$ cat config.mk
export PLATFORM = sky130hd
export DESIGN_NAME = clock_calendar_flat
export DESIGN_NICKNAME = d
export VERILOG_FILES = /design/src/rtl/clock_calendar_if.sv /design/src/rtl/clock_calendar.sv /design/src/flat_wrapper.sv
export SDC_FILE = /design/constraint.sdc
export NUM_CORES = 1
export LEC_CHECK = 0
export CAP_MARGIN = 20
export CORE_MARGIN = 3
export CORE_UTILIZATION = 50
export DETAILED_ROUTE_END_ITERATION = 10
export PLACE_DENSITY = 0.66
export SETUP_SLACK_MARGIN = 0.1
export SLEW_MARGIN = 20
export SYNTH_ARGS = -nofsm -noshare
export SYNTH_HDL_FRONTEND = slang
export SYNTH_SLANG_ARGS = --single-unit
$ cat constraint.sdc
create_clock -name clk18 -period 14.4 [get_ports clk18]
set_clock_uncertainty 0.2 [all_clocks]
set_input_delay 2.16 -clock clk18 [delete_from_list [all_inputs] [get_ports clk18]]
set_output_delay 2.16 -clock clk18 [all_outputs]
set_load 0.02 [all_outputs]
$ cat src/rtl/clock_calendar_if.sv
// Control inputs and displayed fields of the clock/calendar core.
// The master side (button logic / bench) drives the inputs; the core is the slave.
interface clock_calendar_if #(
  parameter int unsigned YEAR_W = 12
);
  logic              tick_en;
  logic              mode_btn;
  logic              set_btn;
  logic              inc_btn;
  logic [4:0]        hh;
  logic [5:0]        mm;
  logic [5:0]        ss;
  logic [YEAR_W-1:0] year;
  logic [3:0]        mon;
  logic [4:0]        day;
  logic              mode;
  logic [2:0]        edit_field;
  logic              sec_pulse;

  modport master (
    output tick_en, mode_btn, set_btn, inc_btn,
    input  hh, mm, ss, year, mon, day, mode, edit_field, sec_pulse
  );

  modport slave (
    input  tick_en, mode_btn, set_btn, inc_btn,
    output hh, mm, ss, year, mon, day, mode, edit_field, sec_pulse
  );
endinterface

$ cat src/rtl/clock_calendar.sv
// Time-of-day and Gregorian calendar core with a button-driven edit FSM.
// Seconds come from TICKS_PER_SEC qualified clk18 cycles; all carries settle on one edge.
module clock_calendar #(
  parameter int unsigned TICKS_PER_SEC = 18,
  parameter int unsigned YEAR_W        = 12,
  parameter int unsigned YEAR_INIT     = 2022,
  parameter int unsigned MON_INIT      = 11,
  parameter int unsigned DAY_INIT      = 24
) (
  input  logic            clk18,
  input  logic            rst,
  clock_calendar_if.slave cal
);

  localparam int unsigned PW = (TICKS_PER_SEC > 1) ? $clog2(TICKS_PER_SEC) : 1;
  localparam logic [PW-1:0] PRESC_MAX = PW'(TICKS_PER_SEC - 1);

  // Encoding doubles as the edit_field code.
  typedef enum logic [2:0] {
    RUN  = 3'd0,
    E_HH = 3'd1,
    E_MM = 3'd2,
    E_YR = 3'd3,
    E_MO = 3'd4,
    E_DY = 3'd5
  } state_e;

  state_e            state_q, state_d;
  logic [4:0]        hh_q, hh_d;
  logic [5:0]        mm_q, mm_d;
  logic [5:0]        ss_q, ss_d;
  logic [YEAR_W-1:0] year_q, year_d;
  logic [3:0]        mon_q, mon_d;
  logic [4:0]        day_q, day_d;
  logic              mode_q, mode_d;
  logic              sec_pulse_q, sec_pulse_d;
  logic [PW-1:0]     presc_q, presc_d;
  logic [4:0]        dim_cur, dim_nxt;

  function automatic logic [4:0] days_in(input logic [3:0] m, input logic [YEAR_W-1:0] y);
    logic [31:0] y32;
    logic        leap;
    y32  = 32'(y);
    leap = ((y32 % 32'd4) == 32'd0 && (y32 % 32'd100) != 32'd0) || (y32 % 32'd400) == 32'd0;
    case (m)
      4'd4, 4'd6, 4'd9, 4'd11: days_in = 5'd30;
      4'd2:                    days_in = leap ? 5'd29 : 5'd28;
      default:                 days_in = 5'd31;
    endcase
  endfunction

  assign dim_cur = days_in(mon_q, year_q);

  always_comb begin
    state_d     = state_q;
    hh_d        = hh_q;
    mm_d        = mm_q;
    ss_d        = ss_q;
    year_d      = year_q;
    mon_d       = mon_q;
    day_d       = day_q;
    mode_d      = mode_q;
    presc_d     = presc_q;
    sec_pulse_d = 1'b0;
    dim_nxt     = '0;

    unique case (state_q)
      RUN: begin
        // mode toggles before the edit page is chosen; a tick coinciding with set_btn is dropped.
        mode_d = mode_q ^ cal.mode_btn;
        if (cal.set_btn) begin
          state_d = mode_d ? E_YR : E_HH;
          presc_d = '0;
        end else if (cal.tick_en) begin
          if (presc_q == PRESC_MAX) begin
            presc_d     = '0;
            sec_pulse_d = 1'b1;
            if (ss_q == 6'd59) begin
              ss_d = '0;
              if (mm_q == 6'd59) begin
                mm_d = '0;
                if (hh_q == 5'd23) begin
                  hh_d = '0;
                  if (day_q == dim_cur) begin
                    day_d = 5'd1;
                    if (mon_q == 4'd12) begin
                      mon_d  = 4'd1;
                      year_d = year_q + YEAR_W'(1);
                    end else begin
                      mon_d = mon_q + 4'd1;
                    end
                  end else begin
                    day_d = day_q + 5'd1;
                  end
                end else begin
                  hh_d = hh_q + 5'd1;
                end
              end else begin
                mm_d = mm_q + 6'd1;
              end
            end else begin
              ss_d = ss_q + 6'd1;
            end
          end else begin
            presc_d = presc_q + PW'(1);
          end
        end
      end
      E_HH: begin
        if (cal.set_btn) begin
          state_d = E_MM;
          presc_d = '0;
        end else if (cal.inc_btn) begin
          hh_d = (hh_q == 5'd23) ? 5'd0 : hh_q + 5'd1;
        end
      end
      E_MM: begin
        if (cal.set_btn) begin
          state_d = RUN;
          ss_d    = '0;
          presc_d = '0;
        end else if (cal.inc_btn) begin
          mm_d = (mm_q == 6'd59) ? 6'd0 : mm_q + 6'd1;
        end
      end
      E_YR: begin
        if (cal.set_btn) begin
          state_d = E_MO;
          presc_d = '0;
        end else if (cal.inc_btn) begin
          year_d = year_q + YEAR_W'(1);
        end
      end
      E_MO: begin
        if (cal.set_btn) begin
          state_d = E_DY;
          presc_d = '0;
        end else if (cal.inc_btn) begin
          mon_d = (mon_q == 4'd12) ? 4'd1 : mon_q + 4'd1;
        end
      end
      E_DY: begin
        if (cal.set_btn) begin
          state_d = RUN;
        end else if (cal.inc_btn) begin
          day_d = (day_q == dim_cur) ? 5'd1 : day_q + 5'd1;
        end
      end
      default: state_d = RUN;
    endcase

    // Clamp against the month/year being written this cycle; a no-op unless they changed.
    dim_nxt = days_in(mon_d, year_d);
    if (day_d > dim_nxt) day_d = dim_nxt;
  end

  always_ff @(posedge clk18 or posedge rst) begin
    if (rst) begin
      state_q     <= RUN;
      hh_q        <= '0;
      mm_q        <= '0;
      ss_q        <= '0;
      year_q      <= YEAR_W'(YEAR_INIT);
      mon_q       <= 4'(MON_INIT);
      day_q       <= 5'(DAY_INIT);
      mode_q      <= 1'b0;
      sec_pulse_q <= 1'b0;
      presc_q     <= '0;
    end else begin
      state_q     <= state_d;
      hh_q        <= hh_d;
      mm_q        <= mm_d;
      ss_q        <= ss_d;
      year_q      <= year_d;
      mon_q       <= mon_d;
      day_q       <= day_d;
      mode_q      <= mode_d;
      sec_pulse_q <= sec_pulse_d;
      presc_q     <= presc_d;
    end
  end

  assign cal.hh         = hh_q;
  assign cal.mm         = mm_q;
  assign cal.ss         = ss_q;
  assign cal.year       = year_q;
  assign cal.mon        = mon_q;
  assign cal.day        = day_q;
  assign cal.mode       = mode_q;
  assign cal.edit_field = state_q;
  assign cal.sec_pulse  = sec_pulse_q;

endmodule

$ cat src/flat_wrapper.sv
// flat-port wrapper written by rule: the top's interface ports become plain ports
module clock_calendar_flat 
#(
  parameter int unsigned TICKS_PER_SEC = 18,
  parameter int unsigned YEAR_W        = 12,
  parameter int unsigned YEAR_INIT     = 2022,
  parameter int unsigned MON_INIT      = 11,
  parameter int unsigned DAY_INIT      = 24
)
  (clk18, rst, cal_tick_en, cal_mode_btn, cal_set_btn, cal_inc_btn, cal_hh, cal_mm, cal_ss, cal_year, cal_mon, cal_day, cal_mode, cal_edit_field, cal_sec_pulse);
  clock_calendar_if #(.YEAR_W(YEAR_W)) cal_i ();
  input  logic clk18;
  input  logic rst;
  input wire logic [$bits(cal_i.tick_en)-1:0] cal_tick_en;
  input wire logic [$bits(cal_i.mode_btn)-1:0] cal_mode_btn;
  input wire logic [$bits(cal_i.set_btn)-1:0] cal_set_btn;
  input wire logic [$bits(cal_i.inc_btn)-1:0] cal_inc_btn;
  output wire logic [$bits(cal_i.hh)-1:0] cal_hh;
  output wire logic [$bits(cal_i.mm)-1:0] cal_mm;
  output wire logic [$bits(cal_i.ss)-1:0] cal_ss;
  output wire logic [$bits(cal_i.year)-1:0] cal_year;
  output wire logic [$bits(cal_i.mon)-1:0] cal_mon;
  output wire logic [$bits(cal_i.day)-1:0] cal_day;
  output wire logic [$bits(cal_i.mode)-1:0] cal_mode;
  output wire logic [$bits(cal_i.edit_field)-1:0] cal_edit_field;
  output wire logic [$bits(cal_i.sec_pulse)-1:0] cal_sec_pulse;
  assign cal_i.tick_en = cal_tick_en;
  assign cal_i.mode_btn = cal_mode_btn;
  assign cal_i.set_btn = cal_set_btn;
  assign cal_i.inc_btn = cal_inc_btn;
  assign cal_hh = cal_i.hh;
  assign cal_mm = cal_i.mm;
  assign cal_ss = cal_i.ss;
  assign cal_year = cal_i.year;
  assign cal_mon = cal_i.mon;
  assign cal_day = cal_i.day;
  assign cal_mode = cal_i.mode;
  assign cal_edit_field = cal_i.edit_field;
  assign cal_sec_pulse = cal_i.sec_pulse;
  clock_calendar #(.TICKS_PER_SEC(TICKS_PER_SEC), .YEAR_W(YEAR_W), .YEAR_INIT(YEAR_INIT), .MON_INIT(MON_INIT), .DAY_INIT(DAY_INIT)) u_core (.clk18(clk18), .rst(rst), .cal(cal_i));
endmodule
After elaboration in Yosys (flattened, before gate mapping)
Index checks and enable logic that the tools add are counted.
{"block": "word_totals", "regBits": 48, "out_inout_bits": 43, "inputBits": 6, "wordCells": 160}
{"block": "classes", "mux": 76, "add_sub_neg": 7, "n_div": 4, "n_reduce_logical": 23, "n_lt_le_gt_ge": 1, "bitwise": 1, "eq_ne": 38}
{"cell": "logical NOT 32 bit", "n": 4}
{"cell": "2-to-1 mux 12 bit", "n": 10}
{"cell": "2-to-1 mux 5 bit", "n": 22}
{"cell": "2-to-1 mux 6 bit", "n": 12}
{"cell": "remainder unit 12 x 7 -> 32 bit (second input constant)", "n": 2}
{"cell": "remainder unit 12 x 9 -> 32 bit (second input constant)", "n": 2}
{"cell": "nonzero test 32 bit", "n": 2}
{"cell": "case mux 5 bit (2 select lines)", "n": 5}
{"cell": "2-to-1 mux 4 bit", "n": 10}
{"cell": "case mux 12 bit (2 select lines)", "n": 1}
{"cell": "case mux 6 bit (2 select lines)", "n": 2}
{"cell": "!= test 2 bit (second input constant)", "n": 11}
{"cell": "equality test 4 bit (second input constant)", "n": 5}
{"cell": "equality test 4 x 3 -> 1 bit (second input constant)", "n": 4}
{"cell": "adder 5 x 1 -> 5 bit (second input constant)", "n": 3}
{"cell": "2-to-1 mux 3 bit", "n": 5}
{"cell": "case mux 3 bit (5 select lines)", "n": 1}
{"cell": "adder 12 x 1 -> 12 bit (second input constant)", "n": 1}
{"cell": "adder 6 x 1 -> 6 bit (second input constant)", "n": 2}
{"cell": "equality test 6 bit (second input constant)", "n": 2}
{"cell": "OR reduction 4 bit", "n": 3}
{"cell": "equality test 5 bit (second input constant)", "n": 2}
{"cell": "!= test 2 x 1 -> 1 bit (second input constant)", "n": 5}
{"cell": "AND reduction 5 bit", "n": 2}
{"cell": "20 further kinds", "n": 32}

Logic depth before layout (Yosys ltp)
Gate-level depths: netlist of the first run.
{"block": "depth", "ltp_word": 23, "ltp_mapped": 38, "depth_no_buf": 37}

Least setup slack after synthesis of the first run
OpenSTA, ideal clock, no wires.
{"block": "synth_timing", "kind": "input to register", "from": "input port cal_set_btn", "to": "register u_core.day_q[0], in the netlist u_core.cal.day[0]", "t_required_ns": 14.072, "cell_stages": 35, "path_buffers": 2, "slack_ns": 5.300, "setup_time_ns": 0.128, "arrival_ns": 8.773, "path_cell_list": "nand2b_1 > or2_1 > buf_2 > or3_1 > o221a_1 > and2_4 > clkinv_2 > nor2_1 > nor2_1 > ha_1 > inv_1 > o2111a_1 > o21ai_0 > nor2b_1 > buf_2 > a31o_1 > a32o_1 > nor3_1 > a2111oi_0 > o31a_2 > o311a_1 > a21oi_1 > ha_1 > nor3_1 > a31o_1 > a2111oi_2 > nand2_1 > a221oi_2 > o21ai_1 > ha_1 > a21oi_1 > and4_1 > nor2_1 > a31oi_1 > o21ai_1"}
{"block": "synth_via", "elab_chain_len": 10, "elab_cells_between_ends": 26, "cone_classes": "div: 2; order compare: 1; eq/ne: 5; mux: 12; reduce/logical: 6"}
{"element": "start: declaration", "line": "flat_wrapper.sv:16", "text": "input wire logic [$bits(cal_i.set_btn)-1:0] cal_set_btn;"}
{"element": "2-to-1 mux 12 bit, on equally long branches", "line": "clock_calendar.sv:127, clock_calendar.sv:71"}
{"element": "case mux 12 bit (2 select lines) *", "line": "clock_calendar.sv:67", "text": "unique case (state_q)"}
{"element": "named net u_core.year_d[7]", "line": "clock_calendar.sv:32", "text": "logic [YEAR_W-1:0] year_q, year_d;"}
{"element": "remainder unit 12 x 7 -> 32 bit", "line": "clock_calendar.sv:44", "text": "leap = ((y32 % 32'd4) == 32'd0 && (y32 % 32'd100) != 32'd0) || (y32 % 32'd400) == 32'd0;"}
{"element": "nonzero test 32 bit", "line": "clock_calendar.sv:44"}
{"element": "logical AND 1 bit", "line": "clock_calendar.sv:44"}
{"element": "logical OR 1 bit *", "line": "clock_calendar.sv:44"}
{"element": "2-to-1 mux 1 bit *", "line": "clock_calendar.sv:47", "text": "4'd2: days_in = leap ? 5'd29 : 5'd28;"}
{"element": "case mux 5 bit (2 select lines) *", "line": "clock_calendar.sv:45", "text": "case (m)"}
{"element": "> comparator 5 bit", "line": "clock_calendar.sv:154", "text": "if (day_d > dim_nxt) day_d = dim_nxt;"}
{"element": "2-to-1 mux 5 bit *", "line": "clock_calendar.sv:154"}
{"element": "named net u_core.day_d[0]", "line": "clock_calendar.sv:34", "text": "logic [4:0] day_q, day_d;"}
{"element": "end signal: assignment", "line": "clock_calendar.sv:165", "text": "day_q <= 5'(DAY_INIT);"}
{"element": "end signal: assignment", "line": "clock_calendar.sv:176", "text": "day_q <= day_d;"}
{"element": "end: declaration", "line": "clock_calendar.sv:34"}
Mark *: on every way through the listed nets, which the timed path passes. The rest lies on a longest branch.
A chain may end at the register's enable or synchronous reset.

Final worst setup path of the first run
{"block": "layout_timing", "from": "input port cal_set_btn", "to": "register u_core.day_q[0], in the netlist u_core.cal.day[0]"}
{"block": "layout_via", "elab_chain_len": 10, "elab_cells_between_ends": 26, "cone_classes": "div: 2; order compare: 1; eq/ne: 5; mux: 12; reduce/logical: 6"}
{"element": "2-to-1 mux 12 bit, on equally long branches", "line": "clock_calendar.sv:127, clock_calendar.sv:71"}
{"element": "case mux 12 bit (2 select lines)", "line": "clock_calendar.sv:67"}
{"element": "remainder unit 12 x 7 -> 32 bit", "line": "clock_calendar.sv:44"}
{"element": "nonzero test 32 bit", "line": "clock_calendar.sv:44"}
{"element": "logical AND 1 bit", "line": "clock_calendar.sv:44"}
{"element": "logical OR 1 bit", "line": "clock_calendar.sv:44"}
{"element": "2-to-1 mux 1 bit", "line": "clock_calendar.sv:47"}
{"element": "case mux 5 bit (2 select lines)", "line": "clock_calendar.sv:45"}
{"element": "> comparator 5 bit", "line": "clock_calendar.sv:154"}
{"element": "2-to-1 mux 5 bit *", "line": "clock_calendar.sv:154"}
{"element": "named net u_core.day_d[0]", "line": "clock_calendar.sv:34"}
Marks and branches as above.

==> summary.txt, run 1 <==
Status
  • Status: complete, no violations

Pwr
  • Combinational share of power: a little under 60%
  • Power per cell area: 134 nW/um^2
  • Clock power share: 14.0%
  • Internal Power: around 450 uW
  • Peak supply drop: 0.107 mV
  • Net Switching: 444 uW
  • Leakage: 0.00251 uW
  • Flop pwr share: between 20% and 30%
  • Sw Share: 49.7%

Synthesis
  • Sequential-to-total area share from yosys stat: 20.1%
  • Post-synth top flop: dfrtp_1
  • Number of synthesized flops with an enable pin: 0
  • Post-Syn Instances: 789
  • Yosys warning count: 0
  • Distinct cells, synth: 115
  • Yosys reg bits: 48
  • FFs w/ async S/R, synth: between 90% and 100%
  • Netlist Area Pre-Place: about 6000 um^2
  • Syn Area/Cell: between 7 and 8 um^2
  • Syn_nets: 813

Detailed routing
  • Detailed-route wire length: around 17,000 um
  • Routed vias/inst: 6.68
  • Routed Antenna Nets: 0
  • DR DRC count: 0
  • Routed length per instance: 18.1 um
  • Drt first pass iters: 5
  • DR vias: ~6,400
  • Initial drt markers: just over 700

Global routing
  • Vias in the first global route: ~5,800
  • Largest net degree at the start of global routing: 49
  • GRT overflow: 0
  • Initial antenna violation count: 0
  • All-Layer GR Usage: 25.7%
  • First-pass GRT wire length: 28,500 um

Floorplanning
  • # rows: 39
  • Core Footprint: 11,600 um^2
  • Initial Util: a little over half
  • Vert. Die Dim: 116 um
  • Top Ports: 49
  • Die Area: between 10,000 and 15,000 um^2
  • Die W: 116 um

Timing
  • Crit share post-route: 71.7%
  • Hold slack: approximately 0.28 ns
  • Max-slew violations: 0
  • RSZ-0062 raised after global routing: no
  • Tmin final: 10.33 ns
  • Final WS setup: 4.07 ns
  • Fmax: 96.8 MHz
  • Slew Limit Headroom: a little under two fifths
  • Final hold violation count: 0
  • Slew @ Worst Pin: 0.924 ns
  • Final setup fails: 0
  • Final TNS setup: 0 ns

Critical path
  • Largest stage delay on the critical path: 0.62 ns
  • Critical Path Slowest Stage Cell: clkdlybuf4s50_1
  • WS Path Type: in2reg
  • Reg2reg setup slack: 5.20 ns
  • CP arrival: 10.29 ns
  • Max FO, Critical Path: 15
  • Cell mode on critical path: o21ai_1
  • Worst Setup Start Kind: input pin
  • Worst EP required: 14.37 ns
  • Crit end category: flip-flop

Clocking
  • Htree depth: 2
  • CTS Sinks: 48
  • CTS hold repair buffers: 0
  • Post_cts resized: 0
  • CTS max path bufs: 2
  • TritonCTS buffer count: 5
  • Root Driver: clkbuf_16
  • CTS tree: yes
  • Clock latency on the worst-skew pair: 0.29 ns
  • Clock transition at path regs: 0.07 ns
  • Postcts setup bufs: 0

Flow run
  • Max Cap Violations: 0

Worst hold path
  • Hold Path Class: reg2reg

Place
  • Placed cell count: 944
  • Placed wire-length estimate: 13,000 um
  • Gpl congestion: between 0.8 and 0.9
  • Setup WS pre-CTS: ~3.9 ns
  • Port bufs: 48

Final layout
  • Ant. Diodes: 0
  • Layout cells sized above 1: roughly a tenth
  • Final #Nets: 832
  • Final core utilization: a little under three fifths
  • Fin cells: 952
  • Syn-to-layout area delta: 10.1%
[power by group through the flow]
stage	clock (uW)	combinational (uW)	sequential, uW
after global routing	133	566	262
after global placement	0	497	252
after CTS	127	513	253
final	125	516	253
after detailed placement	0	509	254
after floorplan	0	342	253
[placed cells by master (no fill, tap or decap), types with 12 or more instances in the layout]
cell type	n
inv_1	25
nand4_1	12
o21ai_0	55
o21a_1	14
dfrtp_1	35
dfstp_2	13
nand2_1	79
nor2_1	65
a21oi_1	45
nand2b_1	15
nand3_1	35
and3_1	14
nor3_1	37
ha_1	18
clkdlybuf4s50_1	48
[logic make-up after synthesis]
group	after synthesis	share of synthesized area, %
AOI/OAI and AO/OA	272	33.8
xor gates and xnor gates	19	2.87
muxes	17	2.93
and+or+nand+nor	342	30.5
DFF	48	20.1
buffers and inverters	72	5.85
adders and majority gates	19	3.91
[worst max-delay path: cells and delay by family]
family	cells	cell delay, ns
compound gates	18	4.69
simple gates	10	1.96
fa+ha+maj	3	0.76
buf+inv	2	0.70
[Yosys cell counts, drive strengths merged (6+ instances only)]
cell type  number  area (um^2)
a31o            6         52.6
nand2          80          303
or3            10         62.6
o2111ai        11          103
and2           12         77.6
a2111oi         6         90.1
nand3          36          185
dfrtp          35          876
o21a           14          105
or2             9         56.3
mux2i          11          110
o31ai          12         95.1
o21ai          67          347
ha             18          225
and4           10         90.1
a21oi          45          225
xor2            7         61.3
nand4          12         75.1
nor3           42          241
clkbuf         14         52.6
a21o           10         75.1
nor2b          10         62.6
mux2            6         67.6
a211oi          9         67.6
xnor2          12          113
buf            24          168
nand2b         15         93.8
a31oi          10         68.8
nor4            6         73.8
o22ai           9         62.6
o211ai          8         60.1
dfstp          13          342
and3           14         87.6
nor2           65          244
inv            32          120
[registers in the layout (all words and copies together) (netlist names)]
name / count
u_core.cal.year: 12
u_core.cal.mm: 6
u_core.cal.ss: 6
u_core.cal.day: 5
u_core.cal.hh: 5
u_core.presc_q: 5
u_core.cal.mon: 4
u_core.cal.edit_field: 3
u_core.cal.mode: 1
u_core.cal.sec_pulse: 1
[metal layers]
layer / vias up / GRT usage, % / wire length [um] / share of wire [%]
met1: 3027 / 35.9 / 7920 / 46
met5: - / 0 / 0 / 0
met2: 247 / 42.3 / 7990 / 46
met3: 34 / 3.19 / 972 / 5.6
met4: 0 / 6.81 / 364 / 2.1
li1: 3052 / - / - / -
[per-stage QoR]
step | cell area [um^2] | total power [uW]
final | 6670 | 893
after global routing | 6670 | 962
after CTS | 6670 | 892
after detailed placement | 6510 | 763
after global placement | 6510 | 749
after floorplan | 6060 | 596
[worst paths after layout]
kind,startpoint,endpoint,depth (start not counted)
setup / recovery,cal_set_btn,u_core.cal.day[0],33
hold / removal,u_core.presc_q[4],u_core.presc_q[4],1
setup reg to reg,u_core.cal.mon[0],u_core.cal.day[0],34
hold reg to reg,u_core.presc_q[4],u_core.presc_q[4],1
max in group asynchronous,rst,u_core.cal.ss[5],2
min in group asynchronous,rst,u_core.cal.hh[3],2
[final cells by class]
type | instances | area, um^2
Fill cell | 1098 | 4950
Multi-Input combinational cell | 669 | 4480
Sequential cell | 48 | 1220
Timing Repair Buffer | 50 | 495
Tap cell | 143 | 179
Clock buffer | 6 | 139
Inverter | 34 | 135
Clock inverter | 2 | 17.5
Power figures use the tool's default switching activity.
==> run 2, diff against run 1 <==
--- a/config.mk
+++ b/config.mk
@@ -9,7 +9,7 @@
 export CORE_MARGIN = 3
 export CORE_UTILIZATION = 50
 export DETAILED_ROUTE_END_ITERATION = 10
-export PLACE_DENSITY = 0.66
+export PLACE_DENSITY = 0.69
 export SETUP_SLACK_MARGIN = 0.1
 export SLEW_MARGIN = 20
 export SYNTH_ARGS = -nofsm -noshare
==> constraint.sdc (replaced) <==
create_clock -name clk18 -period 9.1 [get_ports clk18]
set_clock_uncertainty 0.2 [all_clocks]
set_input_delay 1.365 -clock clk18 [delete_from_list [all_inputs] [get_ports clk18]]
set_output_delay 1.365 -clock clk18 [all_outputs]
set_load 0.02 [all_outputs]
==> summary.txt, run 2 (synthesized netlist as in run 1, its figures left out) <==
Floorplanning
  • Top Ports: 49 (unchanged)
  • Core Footprint: 11,600 um^2 (unchanged)
  • Initial Util: 52.1% (unchanged)
  • Die Area: 13,500 um^2 (unchanged)
  • Vert. Die Dim: 116 um (unchanged)
  • Die W: 116 um (unchanged)
  • # rows: 39 (unchanged)

Critical path
  • CP delay by family, top: compound AO/OA/AOI/OAI gates
  • Reg-to-reg critical path endpoint: u_core.cal.day[0]
  • Critical Path Slowest Stage Cell: clkdlybuf4s50_1
  • Worst Reg-to-Reg Cells: 37 (+8.8%)
  • Crit end category: flip-flop
  • CP arrival: 8.54 ns (-1.75 ns)
  • Worst EP required: 9.07 ns (-5.30 ns)
  • Launching point of the worst reg2reg path: u_core.cal.mon[0]
  • WS Path Type: in2reg
  • Largest stage delay on the critical path: 0.49 ns (-0.13 ns)
  • Worst Setup Start Kind: input pin
  • Max FO, Critical Path: 10 (-5)
  • Reg2reg setup slack: 0.82 ns (-4.38 ns)
  • Buffers & Inverters on Critical Path: 3 (+1)

Timing
  • Final WS setup: 0.526 ns (-3.55 ns)
  • Max-slew violations: 0 (unchanged)
  • Slew Limit Headroom: 43.7% (+5.8 points)
  • Crit share post-route: 94.2%
  • Final setup fails: 0 (unchanged)
  • Tmin final: about 8.6 ns
  • Fmax: 117 MHz
  • Final TNS setup: 0 ns (unchanged)
  • RSZ-0062 raised after global routing: no
  • Slew @ Worst Pin: 0.843 ns (-0.0804 ns)
  • Final hold violation count: 0 (unchanged)

Detailed routing
  • Routed Antenna Nets: 0 (unchanged)
  • Routed vias/inst: 6.57 (-1.6%)
  • Routed length per instance: 18.4 um (+1.6%)
  • Initial drt markers: 598 (-16%)
  • DR vias: 6,368 (+0.13%)
  • Drt first pass iters: 6 (+1)
  • Detailed-route wire length: 17,800 um (+3.4%)
  • DR DRC count: 0 (unchanged)

Global routing
  • GRT met3 Usage: 3.60% (+0.42 points)
  • Initial antenna violation count: 0 (unchanged)
  • Vias in the first global route: 6,010 (+3.8%)
  • Met2 usage: 42.2% (about the same)
  • All-Layer GR Usage: 26.6% (+0.89 points)
  • Largest net degree at the start of global routing: 49 (unchanged)
  • Met1 GRT Util: 37.3% (+1.4 points)
  • Most Crowded Layer GR: met2
  • First-pass GRT wire length: 29,500 um (+3.5%)
  • GRT overflow: 0 (unchanged)

Final layout
  • Most common cell after layout, fill and taps aside: nand2_1
  • Most frequent cells in the layout: nand2_1, nor2_1, o21ai_0, clkdlybuf4s50_1, a21oi_1
  • Final instance area: 6880 um^2 (+3.2%)
  • Max reg flops: 12 (unchanged)
  • Syn-to-layout area delta: 13.6%
  • Ant. Diodes: 0 (unchanged)
  • Layout cells sized above 1: 13.6% (+3.1 points)
  • Final #Nets: 849 (+2.0%)

Worst hold path
  • Hold Path Class: reg2reg
  • Hold Startpoint: u_core.presc_q[4]
  • Hold Path Cell Cnt: 1 (unchanged)
  • Hold EP: u_core.presc_q[4]

Pwr
  • Power per cell area: 210 nW/um^2 (+57%)
  • Peak supply drop: 0.183 mV (+71%)
  • Leakage: 0.00262 uW (+4.5%)

Place
  • Dpl cell area: 6630 um^2 (+1.8%)
  • Port bufs: 48 (unchanged)
  • Gpl congestion: 0.973 (+9.2%)
  • Placed wire-length estimate: 13,300 um (+2.8%)
  • Setup WS pre-CTS: 0.0386 ns (-3.89 ns)

Clocking
  • Root Driver: clkbuf_16
  • Clock latency on the worst-skew pair: 0.29 ns (about the same)
  • Htree depth: 2 (unchanged)
  • CTS Sinks: 48 (unchanged)
  • TritonCTS buffer count: 5 (unchanged)
  • CTS tree: yes
  • Clock transition at path regs: 0.07 ns (about the same)
  • CTS max path bufs: 2 (unchanged)

Status
  • Status: complete, no violations

Flow run
  • Max Cap Violations: 0 (unchanged)
run 2: how the worst max path moves through the flow:
stage           startpoint                 to  depth (start not counted)
5_1_grt        cal_set_btn  u_core.cal.day[0]                         35
6_report       cal_set_btn  u_core.cal.day[0]                         34
2_1_floorplan  cal_set_btn  u_core.cal.day[0]                         35
4_1_cts        cal_set_btn  u_core.cal.day[0]                         33
3_3_place_gp   cal_set_btn  u_core.cal.day[0]                         33
3_5_place_dp   cal_set_btn  u_core.cal.day[0]                         33
run 2: worst register-to-register path, delay by kind of cell (launching register included):
family	cells	cell delay, ns
compound gates	17	3.72
simple gates	9	1.36
fa+ha+maj	4	0.98
buf+inv	5	0.66
mux	2	0.62
flops	1	0.62
run 2: area by class of cell:
cell class | count | area, um^2
Tap cell | 143 | 179
Timing Repair Buffer | 67 | 623
Multi-Input combinational cell | 669 | 4560
Fill cell | 1104 | 4730
Clock buffer | 6 | 129
Clock inverter | 2 | 35.0
Inverter | 34 | 135
Sequential cell | 48 | 1220
run 2: power by group:
| group | internal [uW] | switching, uW |
|---|---|---|
| combinational | 329 | 500 |
| sequential | 277 | 125 |
| clock | 129 | 81.8 |
| total | 736 | 707 |
run 2: stage by stage:
step                std cells  power, uW  utilization [%]  hold slack, ns
floorplan                 789        943                -           0.238
global placement          960       1190             57.1           0.260
detailed placement        960       1210             57.1           0.292
CTS                       968       1430             58.5           0.307
global route              969       1560             59.2           0.324
finish                    969       1440             59.2           0.299
run 2: metal layers:
| layer | wire [um] | share of wire (%) |
|---|---|---|
| met4 | 575 | 3.2 |
| met1 | 8270 | 46 |
| met2 | 8130 | 46 |
| met5 | 0 | 0 |
| met3 | 864 | 4.8 |
run 2: timing repair:
item / in CTS / in global routing
hold buffers: 0 / 0
gates resized for setup: 0 / 15
setup endpoints to repair: 0 / 2
buffers inserted: 0 / 1
==> run 3, diff against run 2 <==
--- a/config.mk
+++ b/config.mk
@@ -9,7 +9,7 @@
 export CORE_MARGIN = 3
 export CORE_UTILIZATION = 50
 export DETAILED_ROUTE_END_ITERATION = 10
-export PLACE_DENSITY = 0.69
+export PLACE_DENSITY = 0.73
 export SETUP_SLACK_MARGIN = 0.1
 export SLEW_MARGIN = 20
 export SYNTH_ARGS = -nofsm -noshare
==> summary.txt, run 3 (synthesized netlist as in run 1, its figures left out) <==
Critical path
  • Worst EP required: 9.08 ns (about the same)
  • Worst Setup Start Kind: input pin
  • CP delay by family, top: compound AO/OA/AOI/OAI gates
  • Crit end category: flip-flop
  • Max FO, Critical Path: 8 (-2)
  • Largest stage delay on the critical path: 0.52 ns (+0.03 ns)
  • CP arrival: 8.44 ns (-0.10 ns)
  • Buffers & Inverters on Critical Path: 3 (unchanged)
  • Critical Path Slowest Stage Cell: clkdlybuf4s50_1
  • WS Path Type: in2reg

Place
  • Dpl cell area: 6650 um^2 (+0.23%)
  • Gpl congestion: 0.975 (+0.21%)
  • Port bufs: 48 (unchanged)
  • Placed wire-length estimate: 13,100 um (-1.3%)
  • Placed cell count: 962 (+0.21%)

Timing
  • Fmax: 118 MHz (+1.4%)
  • Tmin final: 8.46 ns (-0.118 ns)
  • RSZ-0062 raised after global routing: no
  • Slew Limit Headroom: 44.1% (+0.39 points)
  • Crit share post-route: 92.9% (-1.3 points)
  • Final setup fails: 0 (unchanged)
  • Hold slack: 0.283 ns (-0.0157 ns)
  • Final hold violation count: 0 (unchanged)
  • Max-slew violations: 0 (unchanged)
  • Slew @ Worst Pin: 0.837 ns (-0.00582 ns)

Global routing
  • Vias in the first global route: 6,134 (+2.1%)
  • All-Layer GR Usage: 26.8% (+0.13 points)
  • Met2 usage: 44.0% (+1.7 points)
  • Most Crowded Layer GR: met2
  • Met1 GRT Util: 36.3% (-0.93 points)
  • Initial antenna violation count: 0 (unchanged)
  • First-pass GRT wire length: 29,800 um (+0.96%)
  • GRT met3 Usage: 4.07% (+0.47 points)
  • Largest net degree at the start of global routing: 49 (unchanged)
  • GRT overflow: 0 (unchanged)

Floorplanning
  • # rows: 39 (unchanged)
  • Initial Util: 52.1% (unchanged)
  • Vert. Die Dim: 116 um (unchanged)
  • Core Footprint: 11,600 um^2 (unchanged)
  • Die W: 116 um (unchanged)
  • Top Ports: 49 (unchanged)
  • Die Area: 13,500 um^2 (unchanged)

Clocking
  • Root Driver: clkbuf_16
  • CTS Sinks: 48 (unchanged)
  • Htree depth: 2 (unchanged)
  • Clock latency on the worst-skew pair: 0.29 ns (about the same)
  • CTS hold repair buffers: 0 (unchanged)
  • CTS max path bufs: 2 (unchanged)
  • TritonCTS buffer count: 5 (unchanged)
  • CTS tree: yes
  • Clock transition at path regs: 0.07 ns (about the same)

Pwr
  • Power per cell area: 213 nW/um^2 (+1.8%)
  • Leakage: 0.00264 uW (+0.81%)
  • Peak supply drop: 0.191 mV (+4.4%)

Final layout
  • Final core utilization: 59.6% (+0.31 points)
  • Ant. Diodes: 0 (unchanged)
  • Fill count: 1,052 (-4.7%)
  • Syn-to-layout area delta: 14.2%
  • Final #Nets: 852 (+0.35%)
  • Max reg flops: 12 (unchanged)
  • Final instance area: 6920 um^2 (+0.53%)
  • Multi-input logic area: 4540 um^2 (-0.41%)
  • Layout cells sized above 1: 13.5% (-0.049 points)
  • Register area: 1220 um^2 (unchanged)
  • Most frequent cells in the layout: nand2_1, nor2_1, o21ai_0, clkdlybuf4s50_1, a21oi_1
  • Fin cells: 972 (+0.31%)
  • Most common cell after layout, fill and taps aside: nand2_1

Detailed routing
  • DR DRC count: 0 (unchanged)
  • Routed length per instance: 18.1 um (-1.6%)
  • Routed vias/inst: 6.62 (+0.71%)
  • Detailed-route wire length: 17,600 um (-1.3%)
  • Initial drt markers: 680 (+14%)
  • Drt first pass iters: 5 (-1)
  • Routed Antenna Nets: 0 (unchanged)
  • DR vias: 6,433 (+1.0%)

Worst hold path
  • Hold Path Class: reg2reg

Flow run
  • Max Cap Violations: 0 (unchanged)

Status
  • Status: complete, no violations
[run 3: metal layers]
metal	wire, um	up-vias	share of wire, %
li1	-	3088	-
met5	0	-	0
met1	7790	3047	44
met4	362	0	2.1
met3	1120	38	6.4
met2	8330	260	47
[run 3: final cells by class]
cell class,count,area share (%)
Clock buffer,5,1.81
Clock inverter,3,0.995
Inverter,34,1.95
Multi-Input combinational cell,669,65.7
Sequential cell,48,17.6
Tap cell,143,2.59
Timing Repair Buffer,70,9.37
[run 3: report_power, final]
part           switching (uW)  internal [uW]  leakage (uW)
clock network            83.9            158     0.0000944
registers                 124            277      0.000581
logic                     504            328       0.00197
total                     713            764       0.00264
[run 3: repair_timing]
| action | CTS | global route |
|---|---|---|
| setup endpoints to repair | 0 | 2 |
| resized for setup | 0 | 12 |
| setup buffers | 0 | 2 |
| endpoints found under the hold margin | 0 | 0 |
[run 3: worst paths after layout]
path / to / start / slack, ns / cells after the start
setup / recovery: u_core.cal.day[0] / cal_tick_en / 0.64 / 35
hold / removal: u_core.presc_q[4] / u_core.presc_q[4] / 0.28 / 1
setup reg to reg: u_core.cal.day[0] / u_core.cal.mon[0] / 0.90 / 37
hold reg to reg: u_core.presc_q[4] / u_core.presc_q[4] / 0.28 / 1
max in group asynchronous: u_core.cal.year[11] / rst / 6.86 / 2
min in group asynchronous: u_core.cal.hh[3] / rst / 1.33 / 2
[run 3: metrics by stage]
stage	power [uW]	TNS [ns]	setup slack (ns)
after detailed placement	1210	-0.0577	-0.0577
after floorplan	943	0	0.795
after CTS	1460	0	0.232
after global placement	1190	0	0.217
after global routing	1590	0	0.103
final	1480	0	0.644
